==> config.mk <==
export PLATFORM = sky130hd
export DESIGN_NAME = agu_issue_buffer
export DESIGN_NICKNAME = d
export VERILOG_FILES = /design/src/rtl/agu_issue_buffer.sv
export SDC_FILE = /design/constraint.sdc
export NUM_CORES = 1
export LEC_CHECK = 0
export CAP_MARGIN = 20
export CORE_MARGIN = 2
export CORE_UTILIZATION = 37
export DETAILED_ROUTE_END_ITERATION = 8
export GPL_TIMING_DRIVEN = 1
export PLACE_DENSITY = 0.74
export SLEW_MARGIN = 20
export SYNTH_ARGS = -nofsm -noshare
export SYNTH_HDL_FRONTEND = slang
export SYNTH_SLANG_ARGS = --single-unit
==> constraint.sdc <==
create_clock -name clk -period 2.8 [get_ports clk]
set_input_delay 0.42 -clock clk [delete_from_list [all_inputs] [get_ports clk]]
set_output_delay 0.42 -clock clk [all_outputs]
set_load 0.01 [all_outputs]
==> src/rtl/agu_issue_buffer.sv <==
// agu_issue_buffer: two-entry FIFO between address calculation and execute.
// Define AGU_ISSUE_BYPASS_EN for a zero-latency path through the empty buffer.
module agu_issue_buffer #(
    parameter int PAYLOAD_W = 256,
    parameter int DEPTH     = 2
) (
    input  logic                 clk,
    input  logic                 resetN,
    input  logic                 isAddressCalculationSuccessfulIn,
    input  logic [0:PAYLOAD_W-1] payloadIn,
    output logic                 canAddressCalculationOut,
    output logic                 executeValidOut,
    output logic [0:PAYLOAD_W-1] payloadOut,
    input  logic                 executeReadyIn,
    input  logic                 flushIn,
    output logic [1:0]           occupancyOut,
    output logic [31:0]          stallCountOut
);

    typedef enum logic [1:0] {
        EMPTY = 2'd0,
        ONE   = 2'd1,
        FULL  = 2'd2
    } bufState_e;

    generate
        if (DEPTH != 2) begin : gDepthCheck
            $error("agu_issue_buffer supports DEPTH == 2 only");
        end
    endgenerate

    bufState_e            state;
    bufState_e            nextState;
    logic [0:PAYLOAD_W-1] headReg;
    logic [0:PAYLOAD_W-1] tailReg;
    logic [31:0]          stallCount;

    logic enq;
    logic deq;
    logic headLoad;
    logic headFromTail;
    logic tailLoad;
    logic stallInc;

    always_comb begin
        nextState                = state;
        headLoad                 = 1'b0;
        headFromTail             = 1'b0;
        tailLoad                 = 1'b0;
        canAddressCalculationOut = (state != FULL);
`ifdef AGU_ISSUE_BYPASS_EN
        // Empty buffer passes the producer straight through to execute.
        if (state == EMPTY) begin
            executeValidOut = resetN && isAddressCalculationSuccessfulIn;
            payloadOut      = resetN ? payloadIn : '0;
        end else begin
            executeValidOut = 1'b1;
            payloadOut      = headReg;
        end
`else
        executeValidOut = (state != EMPTY);
        payloadOut      = (state != EMPTY) ? headReg : '0;
`endif
        enq      = isAddressCalculationSuccessfulIn && canAddressCalculationOut;
        deq      = executeValidOut && executeReadyIn;
        stallInc = executeValidOut && !executeReadyIn;

        if (flushIn) begin
            nextState = EMPTY;
        end else begin
            unique case (state)
                EMPTY: begin
                    if (enq && !deq) begin
                        nextState = ONE;
                        headLoad  = 1'b1;
                    end
                end
                ONE: begin
                    unique case ({enq, deq})
                        2'b11: headLoad = 1'b1;
                        2'b10: begin
                            nextState = FULL;
                            tailLoad  = 1'b1;
                        end
                        2'b01: nextState = EMPTY;
                        default: nextState = ONE;
                    endcase
                end
                FULL: begin
                    if (deq) begin
                        nextState    = ONE;
                        headFromTail = 1'b1;
                    end
                end
                default: nextState = EMPTY;
            endcase
        end
    end

    always_ff @(posedge clk or negedge resetN) begin
        if (!resetN) begin
            state      <= EMPTY;
            headReg    <= '0;
            tailReg    <= '0;
            stallCount <= '0;
        end else begin
            state <= nextState;
            if (headLoad) begin
                headReg <= payloadIn;
            end else if (headFromTail) begin
                headReg <= tailReg;
            end
            if (tailLoad) begin
                tailReg <= payloadIn;
            end
            // Saturating counter; flush deliberately leaves it alone.
            if (stallInc && (stallCount != 32'hFFFF_FFFF)) begin
                stallCount <= stallCount + 32'd1;
            end
        end
    end

    assign occupancyOut  = state;
    assign stallCountOut = stallCount;

endmodule
== After elaboration in Yosys (flattened, before gate mapping) ==
Index checks and enable logic that the tools add are counted.

* ROM bits: 0
* Memory bits (writable): 0
* Word-level logic and storage cells: 44
* Register bits after elaboration: 546
* Input port bits: 261
* Bits in latches: 0
* Memories: 0

* Bitwise gates (word level): 0
* Add/subtract/negate cells: 1
* $mul: 0
* Div/mod/pow operators: 0
* Equal/unequal tests: 10
* $lt $le $gt $ge: 0
* Reduce and logical (&&, ||, !) cells: 11
* Multiplexer cells: 18
* Shift operators: 0

{| class="wikitable"
|+ Operator list
! cell !! count
|-
| 256-bit two-way mux || 3
|-
| 32-bit by 1-bit adder with 32-bit output, second input constant || 1
|-
| 32-bit inequality test, second input constant || 1
|-
| 2-bit case mux with 3 select lines || 2
|-
| 1-bit two-way mux || 9
|-
| 3-bit inequality test, second input constant || 3
|-
| 2-bit == test, second input constant || 3
|-
| 2-bit two-way mux || 3
|-
| 1-bit logical AND || 5
|-
| 2-bit by 1-bit == test with 1-bit output, second input constant || 2
|-
| 2-bit nonzero test || 2
|-
| 3-bit AND reduction || 1
|-
| 1-bit zero test || 2
|-
| 2-bit zero test || 1
|-
| 2-bit inequality test, second input constant || 1
|-
| 1-bit case mux with 2 select lines || 1
|}

== Longest topological paths before layout ==
Gate-level depths: netlist (run 1).

* Depth in word-level cells: 8
* Depth in mapped cells: 14

== Worst setup path before layout (run 1) ==
No wires, ideal clock.

* Kind: flip-flop to flip-flop
* From: reg state[0] (netlist: occupancyOut[0])
* To: reg tailReg[141] (netlist name)
* Data arrival time: 2687 ps
* Cell stages (with the launch flop): 12
* Path slack: -12 ps
* Path buffers: 5
* Data required time: 2675 ps
* Clock period less this slack: 2812 ps
* Path through: dfrtp_1 > buf_2 > or2_2 > clkbuf_1 > clkbuf_1 > nand2_1 > ha_1 > nand3b_1 > nor2_1 > clkbuf_1 > clkbuf_1 > mux2_2

* Longest elaborated chain between the ends: 6

{| class="wikitable"
|+ Ends and longest elaborated chain
! element !! RTL line !! text
|-
| start: declaration || 32 || <nowiki>bufState_e state;</nowiki>
|-
| start signal: assignment || 107 || <nowiki>state <= nextState;</nowiki>
|-
| 2-bit nonzero test || 61 || <nowiki>executeValidOut = (state != EMPTY);</nowiki>
|-
| via executeValidOut || 12 || <nowiki>output logic executeValidOut,</nowiki>
|-
| 1-bit logical AND || 65 || <nowiki>deq = executeValidOut && executeReadyIn;</nowiki>
|-
| 2-bit == test || 79 || <nowiki>unique case ({enq, deq})</nowiki>
|-
| 1-bit two-way mux || 79 ||
|-
| 1-bit two-way mux || 71 || <nowiki>unique case (state)</nowiki>
|-
| 1-bit two-way mux || 68 || <nowiki>if (flushIn) begin</nowiki>
|-
| end signal: assignment || 114 || <nowiki>tailReg <= payloadIn;</nowiki>
|-
| end: declaration || 35 || <nowiki>logic [0:PAYLOAD_W-1] tailReg;</nowiki>
|}

The timed path passes the listed nets, and every way through them passes these cells.
A chain may end at the register's enable or synchronous reset.

== Final worst setup path (run 1) ==
* From: reg state[1] (netlist: occupancyOut[1])
* To: out payloadOut[208] (netlist name)

* Longest elaborated chain between the ends: 2

{| class="wikitable"
|+ Ends and longest elaborated chain
! element !! RTL line !! text
|-
| 2-bit nonzero test || 62 || <nowiki>payloadOut = (state != EMPTY) ? headReg : '0;</nowiki>
|-
| 256-bit two-way mux || 62 ||
|-
| end: declaration || 13 || <nowiki>output logic [0:PAYLOAD_W-1] payloadOut,</nowiki>
|}

Every way passes these cells.

==> results.md, run 1 <==
* Final Hold Violating Endpoints at 0
* Num CTS Buffers at 57
* Ys Warns at 0
* Post-layout min period at 2.76 ns
* Layout cell share with drive strength beyond 1 at between 10% and 20%
* Largest net degree at the start of global routing at 86
* Crit-path cells: or2_4, buf_16, and2_1, clkdlybuf4s50_1
* Initial Util at a little under two fifths
* IO Port Bufs at between 500 and 600
* Cell taking the most area after synthesis: dfrtp_1
* H-tree levels at 2
* R2R depth at 12
* Async SR Flop Fraction at between 90% and 100%
* Placer congestion estimate at approximately 0.84
* Final Util at between 50 and 60%
* Ys flop type: dfrtp_1
* Sequential Area at 13,700 sq um
* I/O pin cnt at roughly 550
* FILL cells at roughly 5,400
* Die area at 65,500 sq um
* Total routed wirelength at between 60,000 and 70,000 um
* Root Buffer: clkbuf_16
* Worst endpoint required time at 2.38 ns
* Crit path max-delay family: buffers and inverters
* First-pass DRT Iterations at 5
* Vias in the first global route at 19,200
* P_leak at between 15 and 20 nW
* Global-route wire length before repair at between 100,000 and 150,000 um
* Die W at around 260 um
* Max clock buf depth at 3
* Busiest layer in global routing: met2
* Crit path depth at 4
* Clock insertion delay at the later pin of the skew report at 0.61 ns
* Reg-to-reg setup timing slack at approximately 0.19 ns
* Synth Register Bits at roughly 550
* Grt total ovfl at 0
* Area share of the largest cell type after synthesis at between 50% and 60%
* Peak supply drop at between 0.5 and 0.6 mV
* Count of final max-slew check failures at 0
* Worst Setup Path Type: flip-flop to primary output
* Multi-input gate area at approximately 9200 sq um
* Slowest stage delay, CP at 0.49 ns
* # placed instances at 3,438
* Max Fclk at 362 MHz
* Die height at 256 um
* Hold Crit Class: input pin to async pin
* Worst R2R Start: occupancyOut[1]
* # rows at 92
* EDFF count, synth at 0
* Met1 Resource Use GR at 24.9%
* CTS tree: built
* Mapped Avg Cell Area at between 10 and 15 sq um
* CP Launch Type: flip-flop
* GRT Overall Usage at between 20% and 30%
* Fin nets at 2,926
* Reg-to-Reg End: headReg[133]
* Clk slew on worst S/H paths at 0.06 ns
* Register area share after synthesis at between 50 and 60%
* Outcome: complete, no violations
* Skew final at approximately 0.024 ns
* Fin Hold WS at about 0.37 ns
* Layout Cells excl Fill at between 3,000 and 4,000
* Met2 Track Usage GR at between 30% and 40%
* RSZ-0062 raised after global routing: true
* Initial antenna violation count at 13
* DRT antenna net count at 0
* DP HPWL at 46,800 um
* Avg WL per Cell at 19.3 um
* Total clock sinks at between 500 and 600
* Detailed Route Iter0 Violations at about 1,300
* Crit path DAT at between 2 and 2.5 ns
* Vias per inst at around 5.1
* Fin crit share at a little over nine tenths
* Area Overhead vs Synth at 39.1%
* Setup violations, final at 0
* Total power at roughly 0.027 W
* Max cap viols at 0
* Worst setup EP type: primary output
* Syn_nets at 2,365
* Slew @ Worst Pin at a little under 0.6 ns
* DR vias at ~18,000
* DR DRC count at 0
* Setup TNS at 0 ns
* Slowest stage cell, crit path: clkdlybuf4s50_1
* Netlist cell types at 42
* Core area at 63,000 sq um
* Met3 Use GR at 5.45%
* Synth top area cells: dfrtp_1, mux2_2, nand2_1
* Post-Syn Instances at around 2,100
* WP buf/inv at 2
* Mapped Area at between 20,000 and 25,000 sq um
* CP max FO at 58
* PwrDens at 820 nW/um^2
* Max-slew headroom at between 60% and 70%
## Yosys cell counts, types with 9 or more instances
| master | n |
|---|---|
| a22oi_1 | 256 |
| and2_1 | 258 |
| buf_2 | 47 |
| clkbuf_1 | 92 |
| dfrtp_1 | 546 |
| mux2_2 | 258 |
| nand2_1 | 521 |
| nand3_1 | 15 |
| nand4_1 | 10 |
| nor2_1 | 14 |
| xnor2_1 | 19 |
| xor2_1 | 9 |
## kinds of logic (layout without fill, tap and decap cells)
group                    after synthesis  count (layout)  share of synthesized area (%)
AND/OR/NAND/NOR                      848             848                           16.9
flip-flops                           546             546                           58.2
AO/OA/AOI/OAI                        268             268                           8.56
multiplexers                         260             260                           12.5
buffers and inverters                148             755                           2.65
XOR/XNOR                              28              28                           1.04
adder cells (fa/ha/maj)                3               3                          0.160
other                                  0               9                              0
## how the worst max path moves through the flow
stage / start / end / slack [ns]
after detailed placement: isAddressCalculationSuccessfulIn / tailReg[167] / 0.19
after floorplan: occupancyOut[0] / tailReg[10] / 0.03
after CTS: occupancyOut[1] / payloadOut[177] / 0.0001
after global routing: occupancyOut[1] / payloadOut[198] / -0.002
after global placement: isAddressCalculationSuccessfulIn / tailReg[177] / 0.21
final: occupancyOut[1] / payloadOut[208] / 0.04
## routing by layer
layer	vias up	share of wire, %
met2	601	50
met5	-	0.051
met4	6	3.3
met3	131	6.9
met1	9196	40
li1	8287	-
## what timing repair did
item,CTS,global route
cloned,5,0
hold endpoints to repair,40,0
gates resized for setup,177,41
pin swaps,1,0
hold buffers,1,0
endpoints found under the setup margin,232,41
buffers inserted,5,0
## worst reg2reg max path, delay by kind of cell, from the launching register on
family          cells  cell delay [ns]
buf+inv             5             0.85
simple gates        4             0.59
flops               1             0.41
compound gates      1             0.23
fa+ha+maj           1             0.22
mux                 1             0.19
## per-stage QoR
step	area [sq um]	worst slack (ns)
final	32700	0.0411
after global placement	30500	0.210
after global routing	32700	-0.00220
after CTS	32500	0.0000997
after detailed placement	30500	0.194
after floorplan	23500	0.0330
## flip-flops by register name (all words and copies together) (netlist names)
register	count
occupancyOut	2
headReg	256
tailReg	256
stallCountOut	32
## area by class of cell
| cell class | count | share of cell area [%] |
|---|---|---|
| multi-input cells | 1407 | 28.3 |
| inverters | 3 | 0.0345 |
| clock inverters | 25 | 0.988 |
| repair buffers | 647 | 20.5 |
| clock buffers | 80 | 5.06 |
| diodes | 9 | 0.0689 |
| flip-flops and latches | 546 | 41.8 |
| well taps | 846 | 3.24 |
## report_power, final
part           total [W]  leakage, nW  switching, W  internal, W
combinational    0.00641         8.34       0.00289      0.00353
sequential        0.0124         6.74       0.00160       0.0108
clock            0.00793        0.974       0.00318      0.00475
total             0.0268         16.1       0.00767       0.0191
## placed cells by master, fill, tap and decap left out, types with 9 or more instances in the layout
master / n
clkdlybuf4s50_1: 342
clkinv_2: 11
buf_12: 34
xor2_1: 9
diode_2: 9
buf_4: 53
dlymetal6s2s_1: 37
nand4_1: 10
clkbuf_8: 14
clkbuf_1: 9
nor2_1: 12
clkbuf_16: 57
nand2_1: 521
dlygate4sd2_1: 172
a22oi_1: 256
nand3_1: 15
xnor2_1: 19
dfrtp_1: 546
mux2_2: 258
and2_1: 254
Note: power is estimated with default switching activity, not from simulation.
==> run 2: changes to the inputs <==
- CORE_ASPECT_RATIO: default -> 2
- CORE_MARGIN: 2 -> default
==> results.md, run 2 (same netlist as run 1, synthesis figures left out) <==
* Crit path DAT at 2.32 ns (-0.02 ns)
* Most common cell after layout, fill and taps aside: dfrtp_1
* Outcome: complete, no violations
* Worst Setup Path Type: flip-flop to primary output
* Clk slew on worst S/H paths at 0.07 ns (about the same)
* Crit-path cells: or2_4, buf_6, buf_16, and2_1, clkdlybuf4s50_1
* Worst Setup SP: occupancyOut[0]
* IO Port Bufs at 552 (unchanged)
* Layout cell share with drive strength beyond 1 at 16.4% (-0.69 points)
* Max clock buf depth at 3 (unchanged)
* DRT antenna net count at 0 (unchanged)
* Slew @ Worst Pin at 0.796 ns (+0.210 ns)
* Num CTS Buffers at 49 (-14%)
* Largest net degree at the start of global routing at 84 (-2.3%)
* Hold Crit Class: input pin to flip-flop
* Total clock sinks at 546 (unchanged)
* Max-slew headroom at 47.0% (-14 points)
* First-pass DRT Iterations at 5 (unchanged)
* Die W at 180 um (-30%)
* Root Buffer: clkbuf_16
* Placer congestion estimate at 0.844 (+0.58%)
* Reg-to-reg setup timing slack at 0.27 ns (+0.08 ns)
* Worst setup EP type: primary output
* Grt total ovfl at 0 (unchanged)
* Die area at 64,600 sq um (-1.5%)
* Post-layout min period at 2.74 ns (-0.0199 ns)
* CP Launch Type: flip-flop
* Avg WL per Cell at 20.3 um (+4.8%)
* Slowest stage cell, crit path: clkdlybuf4s50_1
* CP max FO at 42 (-28%)
* Global-route wire length before repair at 109,000 um (+1.3%)
* Max cap viols at 0 (unchanged)
* Count of final max-slew check failures at 0 (unchanged)
* Core area at 62,800 sq um (-0.29%)
* Skew final at 0.0299 ns (+0.00598 ns)
* Fin crit share at 97.8% (-0.71 points)
* Area Overhead vs Synth at 38.5%
* PwrDens at 804 nW/um^2 (-1.9%)
* I/O pin cnt at 553 (unchanged)
* Slowest stage delay, CP at 0.49 ns (about the same)
* DP HPWL at 47,800 um (+2.2%)
* Setup violations, final at 0 (unchanged)
* DR DRC count at 0 (unchanged)
* Max Fclk at 365 MHz (+0.73%)
* Initial antenna violation count at 13 (unchanged)
* Vias in the first global route at 19,400 (+1.1%)
* Hold path start: payloadIn[5]
* Final Hold Violating Endpoints at 0 (unchanged)
* CTS tree: built
* Detailed Route Iter0 Violations at 948 (-28%)
* Layout Cells excl Fill at 3,487 (-2.1%)
* Worst R2R Start: occupancyOut[0]
* Die height at 358 um (+40%)
* GRT Overall Usage at 21.5% (+1.0 points)
* P_leak at 16.0 nW (-0.59%)
* # rows at 130 (+41%)
* Clock insertion delay at the later pin of the skew report at 0.58 ns (-0.03 ns)
* Initial Util at 37.4% (+0.11 points)
* Vias per inst at 5.20 (+1.6%)
* Total routed wirelength at 70,700 um (+2.5%)
* Worst endpoint required time at 2.38 ns (about the same)
* Fin nets at 2,918 (-0.27%)
* Peak supply drop at 0.560 mV (+3.8%)
* Commonest cells after routing, fill and taps aside: dfrtp_1, nand2_1, clkdlybuf4s50_1, and2_1, mux2_2
* Final WS setup at 0.0609 ns (+0.0199 ns)
* DR vias at 18,100 (-0.54%)
* FILL cells at 5,419 (-0.46%)
* H-tree levels at 2 (unchanged)
* Total power at 0.0262 W (-2.4%)
* Place WS at 0.154 ns (-0.0392 ns)
* # placed instances at 3,383 (-1.6%)
run 2: power by group:
part           switching (W)  internal (W)
Combinational        0.00292       0.00362
Clock                0.00303       0.00416
Sequential           0.00159        0.0108
Total                0.00754        0.0186
run 2: timing repair:
action,4_1_cts,5_1_grt
buffers inserted,6,0
pin swaps,1,1
endpoints found under the setup margin,246,74
gates resized for setup,117,56
hold buffers,1,0
endpoints found under the hold margin,59,0
gates cloned,4,1
run 2: per-stage QoR:
stage	TNS [ns]	hold WS [ns]	utilization [%]	instance area, sq um
2_1_floorplan	0	0.124	-	23500
3_3_place_gp	0	0.450	48.7	30600
3_5_place_dp	0	0.454	48.7	30600
4_1_cts	-0.461	0.420	51.5	32300
5_1_grt	-0.0222	0.453	51.8	32500
6_report	0	0.461	51.8	32500
run 2: worst paths after layout:
kind / cells after the start / to
max in group asynchronous: 3 / headReg[94]
worst max-delay path: 5 / payloadOut[56]
worst min register to register: 2 / headReg[210]
worst max register to register: 13 / headReg[89]
min in group asynchronous: 2 / tailReg[248]
worst min-delay path: 3 / headReg[5]
run 2: worst max-delay path, delay by kind of cell (launching register included):
kind / cells / cell delay [ns]
flops: 1 / 0.40
simple gates: 2 / 0.49
buf+inv: 3 / 0.83
run 2: routing by layer:
metal | vias to the layer above | global-route usage, % | routed length, um
met4 | 12 | 10.5 | 3190
met1 | 9054 | 23.7 | 25800
met5 | - | 0 | 80
met3 | 154 | 5.01 | 5060
met2 | 657 | 38.9 | 36500
li1 | 8246 | - | -
run 2: final cells by class:
| type | count | area (sq um) | area share, % |
|---|---|---|---|
| sequential | 546 | 13700 | 42.0 |
| timing repair buffer | 647 | 6930 | 21.3 |
| clock buffer | 67 | 1410 | 4.32 |
| tap | 792 | 991 | 3.05 |
| multi-input combinational | 1407 | 9230 | 28.4 |
| clock inverter | 18 | 282 | 0.865 |
| antenna | 7 | 17.5 | 0.0539 |
| inverter | 3 | 11.3 | 0.0346 |
